<file path="config.mk">
export PLATFORM = sky130hd
export DESIGN_NAME = alu_issue_decode_flat
export DESIGN_NICKNAME = d
export VERILOG_FILES = /design/src/rtl/rv_isa_pkg.sv /design/src/rtl/alu_issue_decode_if.sv /design/src/rtl/alu_issue_decode_scoreboard.sv /design/src/rtl/alu_issue_decode.sv /design/src/flat_wrapper.sv
export SDC_FILE = /design/constraint.sdc
export NUM_CORES = 1
export LEC_CHECK = 0
export CAP_MARGIN = 10
export CORE_AREA = 3 3 154 156
export CTS_CLUSTER_SIZE = 16
export DETAILED_ROUTE_END_ITERATION = 6
export DIE_AREA = 0 0 157 159
export HOLD_SLACK_MARGIN = 0.05
export PLACE_DENSITY = 0.81
export SYNTH_ARGS = -nofsm -noshare
export SYNTH_HDL_FRONTEND = slang
export SYNTH_SLANG_ARGS = --single-unit
export TNS_END_PERCENT = 1
</file>
<file path="constraint.sdc">
create_clock -name CLK -period 14.98 [get_ports CLK]
set_input_delay 2.996 -clock CLK [delete_from_list [all_inputs] [get_ports CLK]]
set_output_delay 2.996 -clock CLK [all_outputs]
set_load 0.005 [all_outputs]
</file>
<file path="src/rtl/rv_isa_pkg.sv">
// RV64I encodings and decode helpers shared by the issue/decode stage.
// OP_32/OP_IMM_32 decode only when DECODE_RV64W_EN is defined in the top.
package rv_isa_pkg;

    localparam logic [6:0] OP        = 7'b0110011;
    localparam logic [6:0] OP_IMM    = 7'b0010011;
    localparam logic [6:0] LUI       = 7'b0110111;
    localparam logic [6:0] AUIPC     = 7'b0010111;
    localparam logic [6:0] OP_32     = 7'b0111011;
    localparam logic [6:0] OP_IMM_32 = 7'b0011011;

    localparam logic [2:0] ADD_SUB = 3'b000;
    localparam logic [2:0] SLL     = 3'b001;
    localparam logic [2:0] SLT     = 3'b010;
    localparam logic [2:0] SLTU    = 3'b011;
    localparam logic [2:0] XOR     = 3'b100;
    localparam logic [2:0] SRL_SRA = 3'b101;
    localparam logic [2:0] OR      = 3'b110;
    localparam logic [2:0] AND     = 3'b111;

    localparam logic [6:0] FUNCT7_ALT = 7'b0100000;

    typedef enum logic [2:0] {
        CLS_ILLEGAL,
        CLS_REG,
        CLS_IMM,
        CLS_LUI,
        CLS_AUIPC
    } op_class_e;

    function automatic logic is_shift(input logic [2:0] funct3);
        return (funct3 == SLL) || (funct3 == SRL_SRA);
    endfunction

endpackage

</file>
<file path="src/rtl/alu_issue_decode_if.sv">
// Fetch, register-file, ALU and writeback signals of the decode/issue stage.
// slave is the stage itself; master is the surrounding pipeline.
interface alu_issue_decode_if #(
    parameter int XLEN       = 64,
    parameter int REG_ADDR_W = 5
);
    logic                  if_valid;
    logic                  if_ready;
    logic [31:0]           if_inst;
    logic [XLEN-1:0]       if_pc;

    logic [REG_ADDR_W-1:0] rf_rs1_addr;
    logic [REG_ADDR_W-1:0] rf_rs2_addr;
    logic [XLEN-1:0]       rf_rs1_data;
    logic [XLEN-1:0]       rf_rs2_data;

    logic                  ex_valid;
    logic                  ex_ready;
    logic [XLEN-1:0]       ex_op1;
    logic [XLEN-1:0]       ex_op2;
    logic [2:0]            ex_funct3;
    logic [6:0]            ex_funct7;
    logic                  ex_imm;
    logic                  ex_word;
    logic [REG_ADDR_W-1:0] ex_rd;
    logic                  ex_rd_we;
    logic                  ex_illegal;

    logic                  wb_valid;
    logic [REG_ADDR_W-1:0] wb_rd;
    logic                  flush;

    modport slave (
        input  if_valid, if_inst, if_pc,
        output if_ready,
        output rf_rs1_addr, rf_rs2_addr,
        input  rf_rs1_data, rf_rs2_data,
        output ex_valid, ex_op1, ex_op2, ex_funct3, ex_funct7,
        output ex_imm, ex_word, ex_rd, ex_rd_we, ex_illegal,
        input  ex_ready,
        input  wb_valid, wb_rd, flush
    );

    modport master (
        output if_valid, if_inst, if_pc,
        input  if_ready,
        input  rf_rs1_addr, rf_rs2_addr,
        output rf_rs1_data, rf_rs2_data,
        input  ex_valid, ex_op1, ex_op2, ex_funct3, ex_funct7,
        input  ex_imm, ex_word, ex_rd, ex_rd_we, ex_illegal,
        output ex_ready,
        output wb_valid, wb_rd, flush
    );
endinterface

</file>
<file path="src/rtl/alu_issue_decode_scoreboard.sv">
// Register busy scoreboard: one bit per architectural register, x0 never busy.
// Set beats either clear when they hit the same index in one cycle.
module decode_scoreboard
    import rv_isa_pkg::*;
#(
    parameter int REG_ADDR_W = 5
) (
    input  logic                  CLK,
    input  logic                  RST,
    input  logic                  set_en,
    input  logic [REG_ADDR_W-1:0] set_idx,
    input  logic                  wb_clr_en,
    input  logic [REG_ADDR_W-1:0] wb_clr_idx,
    input  logic                  flush_clr_en,
    input  logic [REG_ADDR_W-1:0] flush_clr_idx,
    input  logic [REG_ADDR_W-1:0] rs1_idx,
    input  logic [REG_ADDR_W-1:0] rs2_idx,
    output logic                  rs1_busy,
    output logic                  rs2_busy
);
    localparam int unsigned NREG = 2 ** REG_ADDR_W;

    logic [NREG-1:1] busy_q;
    logic [NREG-1:1] busy_d;
    logic [NREG-1:0] busy_full;

    always_comb begin
        busy_d = busy_q;
        for (int unsigned i = 1; i < NREG; i++) begin
            if (wb_clr_en && (wb_clr_idx == REG_ADDR_W'(i))) begin
                busy_d[i] = 1'b0;
            end
            if (flush_clr_en && (flush_clr_idx == REG_ADDR_W'(i))) begin
                busy_d[i] = 1'b0;
            end
            if (set_en && (set_idx == REG_ADDR_W'(i))) begin
                busy_d[i] = 1'b1;
            end
        end
    end

    always_ff @(posedge CLK or posedge RST) begin
        if (RST) begin
            busy_q <= '0;
        end else begin
            busy_q <= busy_d;
        end
    end

    // Bit 0 is a constant zero so x0 lookups need no special case.
    assign busy_full = {busy_q, 1'b0};
    assign rs1_busy  = busy_full[rs1_idx];
    assign rs2_busy  = busy_full[rs2_idx];

endmodule

</file>
<file path="src/rtl/alu_issue_decode.sv">
// Decode/issue stage: decodes RV64I OP/OP-IMM/LUI/AUIPC, stalls RAW hazards, registers ALU inputs.
// Define DECODE_RV64W_EN to also decode OP-32/OP-IMM-32 as W-form ops (ex_word=1).
module alu_issue_decode
    import rv_isa_pkg::*;
#(
    parameter int XLEN       = 64,
    parameter int REG_ADDR_W = 5
) (
    input  logic              CLK,
    input  logic              RST,
    alu_issue_decode_if.slave bus
);
    logic [31:0]           inst;
    logic [REG_ADDR_W-1:0] rs1;
    logic [REG_ADDR_W-1:0] rs2;
    logic [REG_ADDR_W-1:0] rd;
    logic [2:0]            funct3;

    op_class_e cls;
    logic      word_op;
    logic      uses_rs1;
    logic      uses_rs2;
    logic      rs1_busy;
    logic      rs2_busy;
    logic      hazard;
    logic      ready;
    logic      accept;

    logic [XLEN-1:0] d_op1;
    logic [XLEN-1:0] d_op2;
    logic [2:0]      d_funct3;
    logic [6:0]      d_funct7;
    logic            d_imm;
    logic            d_word;
    logic            d_rd_we;
    logic            d_illegal;

    logic                  ex_valid_q;
    logic [XLEN-1:0]       ex_op1_q;
    logic [XLEN-1:0]       ex_op2_q;
    logic [2:0]            ex_funct3_q;
    logic [6:0]            ex_funct7_q;
    logic                  ex_imm_q;
    logic                  ex_word_q;
    logic [REG_ADDR_W-1:0] ex_rd_q;
    logic                  ex_rd_we_q;
    logic                  ex_illegal_q;

    assign inst   = bus.if_inst;
    assign rs1    = inst[19:15];
    assign rs2    = inst[24:20];
    assign rd     = inst[11:7];
    assign funct3 = inst[14:12];

    assign bus.rf_rs1_addr = rs1;
    assign bus.rf_rs2_addr = rs2;

    always_comb begin
        cls     = CLS_ILLEGAL;
        word_op = 1'b0;
        case (inst[6:0])
            OP:        cls = CLS_REG;
            OP_IMM:    cls = CLS_IMM;
            LUI:       cls = CLS_LUI;
            AUIPC:     cls = CLS_AUIPC;
`ifdef DECODE_RV64W_EN
            OP_32: begin
                cls     = CLS_REG;
                word_op = 1'b1;
            end
            OP_IMM_32: begin
                cls     = CLS_IMM;
                word_op = 1'b1;
            end
`endif
            default:   cls = CLS_ILLEGAL;
        endcase
    end

    assign uses_rs1 = (cls == CLS_REG) || (cls == CLS_IMM);
    assign uses_rs2 = (cls == CLS_REG);
    assign hazard   = (uses_rs1 && rs1_busy) || (uses_rs2 && rs2_busy);
    assign ready    = (!ex_valid_q || bus.ex_ready) && !hazard && !bus.flush;
    assign accept   = bus.if_valid && ready;

    assign bus.if_ready = ready;

    always_comb begin
        d_op1     = '0;
        d_op2     = '0;
        d_funct3  = '0;
        d_funct7  = '0;
        d_imm     = 1'b0;
        d_word    = 1'b0;
        d_rd_we   = 1'b0;
        d_illegal = 1'b0;
        case (cls)
            CLS_REG: begin
                d_op1    = bus.rf_rs1_data;
                d_op2    = bus.rf_rs2_data;
                d_funct3 = funct3;
                d_funct7 = inst[31:25];
                d_word   = word_op;
                d_rd_we  = 1'b1;
            end
            CLS_IMM: begin
                d_op1    = bus.rf_rs1_data;
                d_op2    = {{(XLEN-12){inst[31]}}, inst[31:20]};
                d_funct3 = funct3;
                // RV64 shifts use a 6-bit shamt, so inst[25] belongs to the amount, not funct7.
                if (is_shift(funct3)) begin
                    d_funct7 = word_op ? inst[31:25] : {inst[31:26], 1'b0};
                end
                d_imm    = 1'b1;
                d_word   = word_op;
                d_rd_we  = 1'b1;
            end
            CLS_LUI, CLS_AUIPC: begin
                d_op1   = (cls == CLS_AUIPC) ? bus.if_pc : '0;
                d_op2   = {{(XLEN-32){inst[31]}}, inst[31:12], 12'b0};
                d_imm   = 1'b1;
                d_rd_we = 1'b1;
            end
            default: begin
                d_illegal = 1'b1;
            end
        endcase
    end

    always_ff @(posedge CLK or posedge RST) begin
        if (RST) begin
            ex_valid_q   <= 1'b0;
            ex_op1_q     <= '0;
            ex_op2_q     <= '0;
            ex_funct3_q  <= '0;
            ex_funct7_q  <= '0;
            ex_imm_q     <= 1'b0;
            ex_word_q    <= 1'b0;
            ex_rd_q      <= '0;
            ex_rd_we_q   <= 1'b0;
            ex_illegal_q <= 1'b0;
        end else if (accept) begin
            ex_valid_q   <= 1'b1;
            ex_op1_q     <= d_op1;
            ex_op2_q     <= d_op2;
            ex_funct3_q  <= d_funct3;
            ex_funct7_q  <= d_funct7;
            ex_imm_q     <= d_imm;
            ex_word_q    <= d_word;
            ex_rd_q      <= rd;
            ex_rd_we_q   <= d_rd_we;
            ex_illegal_q <= d_illegal;
        end else if (bus.flush || bus.ex_ready) begin
            ex_valid_q   <= 1'b0;
        end
    end

    assign bus.ex_valid   = ex_valid_q;
    assign bus.ex_op1     = ex_op1_q;
    assign bus.ex_op2     = ex_op2_q;
    assign bus.ex_funct3  = ex_funct3_q;
    assign bus.ex_funct7  = ex_funct7_q;
    assign bus.ex_imm     = ex_imm_q;
    assign bus.ex_word    = ex_word_q;
    assign bus.ex_rd      = ex_rd_q;
    assign bus.ex_rd_we   = ex_rd_we_q;
    assign bus.ex_illegal = ex_illegal_q;

    // A flushed entry only releases its bit if EX did not take it on this same edge.
    decode_scoreboard #(
        .REG_ADDR_W (REG_ADDR_W)
    ) u_scoreboard (
        .CLK           (CLK),
        .RST           (RST),
        .set_en        (accept && d_rd_we && (rd != '0)),
        .set_idx       (rd),
        .wb_clr_en     (bus.wb_valid),
        .wb_clr_idx    (bus.wb_rd),
        .flush_clr_en  (bus.flush && ex_valid_q && !bus.ex_ready && ex_rd_we_q),
        .flush_clr_idx (ex_rd_q),
        .rs1_idx       (rs1),
        .rs2_idx       (rs2),
        .rs1_busy      (rs1_busy),
        .rs2_busy      (rs2_busy)
    );

endmodule

</file>
<file path="src/flat_wrapper.sv">
// flat-port wrapper written by rule: the top's interface ports become plain ports
module alu_issue_decode_flat import rv_isa_pkg::*;
#(
    parameter int XLEN       = 64,
    parameter int REG_ADDR_W = 5
)
  (CLK, RST, bus_if_valid, bus_if_inst, bus_if_pc, bus_if_ready, bus_rf_rs1_addr, bus_rf_rs2_addr, bus_rf_rs1_data, bus_rf_rs2_data, bus_ex_valid, bus_ex_op1, bus_ex_op2, bus_ex_funct3, bus_ex_funct7, bus_ex_imm, bus_ex_word, bus_ex_rd, bus_ex_rd_we, bus_ex_illegal, bus_ex_ready, bus_wb_valid, bus_wb_rd, bus_flush);
  alu_issue_decode_if #(.XLEN(XLEN), .REG_ADDR_W(REG_ADDR_W)) bus_i ();
  input  logic CLK;
  input  logic RST;
  input wire logic [$bits(bus_i.if_valid)-1:0] bus_if_valid;
  input wire logic [$bits(bus_i.if_inst)-1:0] bus_if_inst;
  input wire logic [$bits(bus_i.if_pc)-1:0] bus_if_pc;
  output wire logic [$bits(bus_i.if_ready)-1:0] bus_if_ready;
  output wire logic [$bits(bus_i.rf_rs1_addr)-1:0] bus_rf_rs1_addr;
  output wire logic [$bits(bus_i.rf_rs2_addr)-1:0] bus_rf_rs2_addr;
  input wire logic [$bits(bus_i.rf_rs1_data)-1:0] bus_rf_rs1_data;
  input wire logic [$bits(bus_i.rf_rs2_data)-1:0] bus_rf_rs2_data;
  output wire logic [$bits(bus_i.ex_valid)-1:0] bus_ex_valid;
  output wire logic [$bits(bus_i.ex_op1)-1:0] bus_ex_op1;
  output wire logic [$bits(bus_i.ex_op2)-1:0] bus_ex_op2;
  output wire logic [$bits(bus_i.ex_funct3)-1:0] bus_ex_funct3;
  output wire logic [$bits(bus_i.ex_funct7)-1:0] bus_ex_funct7;
  output wire logic [$bits(bus_i.ex_imm)-1:0] bus_ex_imm;
  output wire logic [$bits(bus_i.ex_word)-1:0] bus_ex_word;
  output wire logic [$bits(bus_i.ex_rd)-1:0] bus_ex_rd;
  output wire logic [$bits(bus_i.ex_rd_we)-1:0] bus_ex_rd_we;
  output wire logic [$bits(bus_i.ex_illegal)-1:0] bus_ex_illegal;
  input wire logic [$bits(bus_i.ex_ready)-1:0] bus_ex_ready;
  input wire logic [$bits(bus_i.wb_valid)-1:0] bus_wb_valid;
  input wire logic [$bits(bus_i.wb_rd)-1:0] bus_wb_rd;
  input wire logic [$bits(bus_i.flush)-1:0] bus_flush;
  assign bus_i.if_valid = bus_if_valid;
  assign bus_i.if_inst = bus_if_inst;
  assign bus_i.if_pc = bus_if_pc;
  assign bus_if_ready = bus_i.if_ready;
  assign bus_rf_rs1_addr = bus_i.rf_rs1_addr;
  assign bus_rf_rs2_addr = bus_i.rf_rs2_addr;
  assign bus_i.rf_rs1_data = bus_rf_rs1_data;
  assign bus_i.rf_rs2_data = bus_rf_rs2_data;
  assign bus_ex_valid = bus_i.ex_valid;
  assign bus_ex_op1 = bus_i.ex_op1;
  assign bus_ex_op2 = bus_i.ex_op2;
  assign bus_ex_funct3 = bus_i.ex_funct3;
  assign bus_ex_funct7 = bus_i.ex_funct7;
  assign bus_ex_imm = bus_i.ex_imm;
  assign bus_ex_word = bus_i.ex_word;
  assign bus_ex_rd = bus_i.ex_rd;
  assign bus_ex_rd_we = bus_i.ex_rd_we;
  assign bus_ex_illegal = bus_i.ex_illegal;
  assign bus_i.ex_ready = bus_ex_ready;
  assign bus_i.wb_valid = bus_wb_valid;
  assign bus_i.wb_rd = bus_wb_rd;
  assign bus_i.flush = bus_flush;
  alu_issue_decode #(.XLEN(XLEN), .REG_ADDR_W(REG_ADDR_W)) u_core (.CLK(CLK), .RST(RST), .bus(bus_i));
endmodule
</file>
==> results.py, run 1 <==
metrics = {
    "timing": {
        "hold_viol": 0,
        "clock.fmax_ghz": 0.108,
        "finalCritPeriodShare": 0.621,
        "relSlewSlack": 0.256,
        "slew_viol_final": 0,
        "fin_skew_ps": 11.1,
        "totalNegativeSetupSlack_ps": 0,
        "rsz0062_at_grt": "false",
        "worstMarginPinSlew_ps": 1120,
        "finalCriticalPeriod_ps": 9300,
        "setup-violations-final": 0,
    },
    "cts": {
        "ctsLongestPathBuffers": 2,
        "cts-hold-fix-buffers": 0,
        "cts-root-buf": "clkbuf_16",
        "path_clk_slew_ps": 70,
        "cts_made_buffers": 17,
        "clk_latency_ps": 420,
        "cts.sink_count": 178,
        "h-tree-depth": 4,
        "post_cts_buffers": 0,
        "cts_tree": "yes",
        "ctsResizeCount": 0,
    },
    "synthesis": {
        "async_reset_ff_frac": 1.00,
        "synth_nets": 1199,
        "ys_ff_latch": 178,
        "avgSynthCellArea_um2": 10.4,
        "synth_cell_types": 48,
        "yosysTopAreaCell": "dfrtp_1",
        "synth_area_leaders": "dfrtp_1 (44%), mux2_2 (9.0%), a21oi_1 (5.3%)",
        "synth_common_cells": "dfrtp_1 (178), nor2_1 (124), a21oi_1 (106)",
        "netlist_area_um2": 10000,
        "synthFlopType": "dfrtp_1",
        "synth-seq-area-share": 0.443,
        "yosysMostFrequentCell": "dfrtp_1",
        "synth_top_area_frac": 0.443,
        "yosysWarningCount": 0,
        "synthCells": 964,
        "synth_edf_count": 0,
    },
    "floorplan": {
        "start_util": 0.447,
        "design.core.area_um2": 22500,
        "num_rows": 55,
        "die_x_um": 157,
        "chipHeight_um": 159,
        "design.die.area_um2": 25000,
        "ioPinCount": 394,
    },
    "routing": {
        "drc_errors": 0,
        "dr.pass1.iters": 7,
        "route.vias.total": 9065,
        "ant_nets": 0,
        "routedWlPerCell_um": 22.3,
        "drt_iter0_markers": 656,
        "routed_via_density": 5.70,
        "routed_wl_um": 35500,
    },
    "place": {
        "hpwl_um": 25500,
        "routabilityCongestion": 0.965,
        "place_area_um2": 13900,
        "io_buffers": 392,
    },
    "worst_setup_path": {
        "worstPathArrival_ps": 6300,
        "cp.buffers_inverters": 2,
        "path_cells": "clkdlybuf4s50_1 -> mux4_2 -> mux2_2 -> nand3b_1 -> nand4_4 -> a21oi_1 -> clkdlybuf4s50_1",
        "cpPeakStageDelay_ps": 1010,
        "cp-end-kind": "output pin",
        "cp_data_required_time_ps": 11980,
        "critPathSlowestCell": "clkdlybuf4s50_1",
        "critical-path-top-delay-family": "buffers and inverters",
        "critPathKind": "input port to output pin",
        "start_kind": "input port",
        "crit_fanout": 38,
        "crit_top_cell": "clkdlybuf4s50_1",
    },
    "power_and_ir_drop": {
        "ir_worst_vdd_uv": 64.8,
        "finalPower_mw": 1.23,
        "p_clk_frac": 0.384,
        "p_leak_nw": 6.04,
        "power_switching_share": 0.264,
        "power.switching_mw": 0.324,
        "p_seq_frac": 0.422,
        "power.internal_mw": 0.902,
        "pwr-share-comb": 0.194,
        "powerDensity_nw_per_um2": 84.3,
    },
    "grt": {
        "globalRouteOverflowTotal": 0,
        "grt_pass1_wl_um": 53300,
        "grt.total_usage": 0.275,
        "antenna_found_initial": 4,
        "grt_max_degree": 96,
        "grt_pass1_vias": 8973,
    },
    "cells_and_area": {
        "multi_input_area_um2": 5060,
        "fillers": 1751,
        "nets": 1526,
        "drive_above_1_share": 0.148,
        "regArea_um2": 4450,
        "design_area_um2": 14500,
        "area_growth_pct": 44.8,
    },
    "outcome": {
        "outcome": "completed",
    },
    "run": {
        "cap_viol_max_count": 0,
    },
    "min_path": {
        "min_path_type": "flop to flop",
    },
}
-- metrics by stage --
step	hold slack (ps)	setup slack [ps]	instances	util
3_5_place_dp	473	5670	1557	0.620
4_1_cts	491	5670	1587	0.646
2_1_floorplan	474	7150	964	-
3_3_place_gp	465	5710	1557	0.620
6_report	485	5680	1589	0.646
5_1_grt	507	5480	1589	0.646
-- layout make-up --
type                    count  share of cell area
diodes                      2            0.000344
clock buffers              17              0.0292
clock inverters            13              0.0120
inverters                  13             0.00370
multi-input cells         676               0.348
flip-flops and latches    178               0.306
well taps                 285              0.0245
repair buffers            405               0.276
-- cell families after synthesis --
kind of cell    synth area share
buf+inv                   0.0559
other cells             0.000373
flops                      0.443
simple gates               0.132
mux                        0.182
compound gates             0.186
-- registers in the layout, indices dropped and copies added, names as in the netlist --
| register | flops |
|---|---|
| u_core.bus.ex_imm | 1 |
| u_core.bus.ex_funct3 | 3 |
| u_core.bus.ex_op1 | 64 |
| u_core.bus.ex_rd_we | 1 |
| u_core.bus.ex_funct7 | 7 |
| u_core.u_scoreboard.busy_q | 31 |
| u_core.bus.ex_rd | 5 |
| u_core.bus.ex_op2 | 64 |
| u_core.bus.ex_illegal | 1 |
| u_core.bus.ex_valid | 1 |
-- cell usage in the layout, fill, tap and decap left out, drive strengths merged, types with 5 or more instances in the layout --
master | synthesis | final
dfrtp | 178 | 178
mux2 | 110 | 110
a21oi | 107 | 107
clkdlybuf4s50 | 0 | 390
buf | 55 | 15
nand2 | 24 | 24
nand3 | 12 | 12
o41ai | 31 | 31
o21ai | 34 | 34
mux2i | 37 | 37
o221ai | 31 | 31
nand3b | 8 | 8
inv | 13 | 17
nand2b | 11 | 11
clkbuf | 42 | 17
nor2b | 77 | 77
nor2 | 124 | 124
a2bb2oi | 33 | 33
mux4 | 5 | 5
-- layer usage --
layer  up-vias  track usage  part of all wire  wire length [µm]
li1       4124            -                 -                 -
met1      4422        0.348              0.40             14300
met2       447        0.455              0.48             17200
met3        68       0.0704             0.081              2880
met4         4       0.0983             0.032              1140
met5         -            0           0.00070                25
-- power by group through the flow --
stage	clock network, mW	logic [mW]	registers, mW
after floorplan	0	0.106	0.525
after global placement	0	0.235	0.525
after detailed placement	0	0.238	0.525
after CTS	0.478	0.239	0.516
after global routing	0.501	0.255	0.519
final	0.471	0.238	0.517
-- worst paths after layout --
path                                                from  cells after the start                       to  slack, ps
max                                      bus_if_inst[20]                      7             bus_if_ready       5680
min reg2reg                      u_core.bus.ex_funct7[0]                      1  u_core.bus.ex_funct7[0]        480
max reg2reg                u_core.u_scoreboard.busy_q[6]                      7    u_core.bus.ex_op2[17]      10950
min in group asynchronous                            RST                      2    u_core.bus.ex_op1[14]       3070
max in group asynchronous                            RST                      3     u_core.bus.ex_op2[4]      10200
min                              u_core.bus.ex_funct7[0]                      1  u_core.bus.ex_funct7[0]        480
No activity file was read; power rests on OpenSTA's default activity.
==> inputs of run 2 (changes only) <==
CORE_AREA = default   (was 3 3 154 156)
CORE_MARGIN = 3   (was default)
CORE_UTILIZATION = 40   (was default)
DIE_AREA = default   (was 0 0 157 159)
PLACE_DENSITY = 0.77   (was 0.81)
clock period = 7.5 ns   (was 14.98 ns; I/O delays follow)
==> run 2 against run 1 <==
Compared with the run above: first-iteration DRC count is 7.9% higher; largest power group unchanged; utilization is 4.8 points lower; count of clock-buffer cells in the layout stayed put; sequential share of layout area is 0.27 points lower; cell area is 0.89% higher.
==> results.py, run 2 (synthesized netlist as in run 1, its figures left out) <==
metrics = {
    "run": {
        "cap_viol_max_count": 0,
    },
    "routing": {
        "ant_nets": 0,
        "drt_iter0_markers": 708,
        "routedWlPerCell_um": 21.9,
        "routed_wl_um": 35600,
        "dr.pass1.iters": 5,
        "route.vias.total": 9050,
        "routed_via_density": 5.55,
        "drc_errors": 0,
    },
    "outcome": {
        "outcome": "completed",
    },
    "floorplan": {
        "design.die.area_um2": 27100,
        "chipHeight_um": 165,
        "die_x_um": 165,
        "num_rows": 57,
        "design.core.area_um2": 24500,
        "start_util": 0.410,
        "ioPinCount": 394,
    },
    "timing": {
        "rsz0062_at_grt": "false",
        "totalNegativeSetupSlack_ps": 0,
        "clock.fmax_ghz": 0.157,
        "fin_skew_ps": 17.8,
        "slew_viol_final": 0,
        "finalCritPeriodShare": 0.848,
        "worstMarginPinSlew_ps": 1100,
        "hold_viol": 0,
        "finalCriticalPeriod_ps": 6360,
        "setup-violations-final": 0,
        "relSlewSlack": 0.266,
    },
    "grt": {
        "grt_pass1_wl_um": 52400,
        "grt_max_degree": 131,
        "antenna_found_initial": 2,
        "grt_pass1_vias": 8707,
        "globalRouteOverflowTotal": 0,
        "grt.total_usage": 0.252,
    },
    "place": {
        "hpwl_um": 25400,
        "routabilityCongestion": 0.876,
        "io_buffers": 392,
        "place_inst": 1597,
    },
    "min_path": {
        "min_path_type": "flop to flop",
        "min_from": "u_core.bus.ex_funct7[0]",
        "min_to": "u_core.bus.ex_funct7[0]",
        "whs_path_depth": 1,
    },
    "worst_setup_path": {
        "r2r_start": "u_core.u_scoreboard.busy_q[15]",
        "start_kind": "input port",
        "ff2ff_setup_slack_ps": 3880,
        "cp_data_required_time_ps": 6000,
        "r2r_end": "u_core.bus.ex_op2[14]",
        "cp-end-kind": "output pin",
        "ff2ff_path_depth": 7,
        "crit_fanout": 38,
        "worstPathArrival_ps": 4860,
        "critPathKind": "input port to output pin",
    },
    "cts": {
        "path_clk_slew_ps": 80,
        "ctsLongestPathBuffers": 2,
        "clk_latency_ps": 440,
        "cts_tree": "yes",
        "post_cts_buffers": 0,
        "h-tree-depth": 4,
        "cts-root-buf": "clkbuf_16",
        "cts_made_buffers": 17,
        "cts-hold-fix-buffers": 0,
        "ctsResizeCount": 0,
        "cts.sink_count": 178,
    },
    "cells_and_area": {
        "drive_above_1_share": 0.150,
        "nets": 1527,
        "final_cell_mix": "clkdlybuf4s50_1 (390), dfrtp_1 (178), nor2_1 (124)",
        "area_growth_pct": 46.1,
        "layout.cells.most_common": "clkdlybuf4s50_1",
        "stdcell_count": 1630,
        "fillers": 2062,
    },
    "power_and_ir_drop": {
        "powerDensity_nw_per_um2": 168,
        "p_leak_nw": 6.08,
        "ir_worst_vdd_uv": 117,
    },
}
run 2: cell count changes in the layout (fill, tap and decap cells not counted), sizes merged:
cell      before  now
clkinv         3    8
bufinv         3    1
clkinvlp       3    1
buf           15   16
diode          2    1
inv           17   18
run 2: critical path, cell delays in order:
cell and delay (ps):
clkdlybuf4s50_1 1050, mux4_2 590, mux2_2 290, nand3b_1 130
nand4_4 440, a21oi_1 310, clkdlybuf4s50_1 530
run 2: area by class of cell:
class,instances,area (µm²),share of cell area
clock inverters,15,211,0.0144
well taps,324,405,0.0276
repair buffers,406,4060,0.277
inverters,13,56.3,0.00384
flip-flops and latches,178,4450,0.303
clock buffers,17,425,0.0290
diodes,1,2.50,0.000170
multi-input cells,676,5060,0.345
run 2: where the power goes:
group | internal, mW | total (mW) | switching [mW]
combinational | 0.273 | 0.479 | 0.205
clock | 0.488 | 0.959 | 0.470
sequential | 1.00 | 1.03 | 0.0309
run 2: routing by layer:
metal  vias up  part of all wire  global-route usage  wire length [µm]
li1       4125                 -                   -                 -
met1      4463              0.40               0.325             14400
met2       416              0.50               0.429             17700
met3        44             0.080              0.0599              2860
met4         2             0.019              0.0637               662
met5         -           0.00036                   0                13
run 2: how the worst max path moves through the flow:
stage / start / to / slack (ps) / cells past startpoint
floorplan: RST / u_core.bus.ex_funct3[0] / 1170 / 1
global placement: bus_if_inst[20] / bus_if_ready / 1180 / 7
detailed placement: bus_if_inst[20] / bus_if_ready / 1120 / 7
CTS: bus_if_inst[20] / bus_if_ready / 1130 / 7
global route: bus_if_inst[20] / bus_if_ready / 990 / 7
finish: bus_if_inst[20] / bus_if_ready / 1140 / 7
run 2: through the flow:
stage	power (mW)	setup slack [ps]	instance area (µm²)	hold WS [ps]	utilization
6_report	2.47	1140	14700	489	0.598
5_1_grt	2.56	986	14700	519	0.598
4_1_cts	2.48	1130	14700	493	0.598
3_5_place_dp	1.53	1120	14000	474	0.572
3_3_place_gp	1.52	1180	14000	464	0.572
2_1_floorplan	1.26	1170	10000	474	-
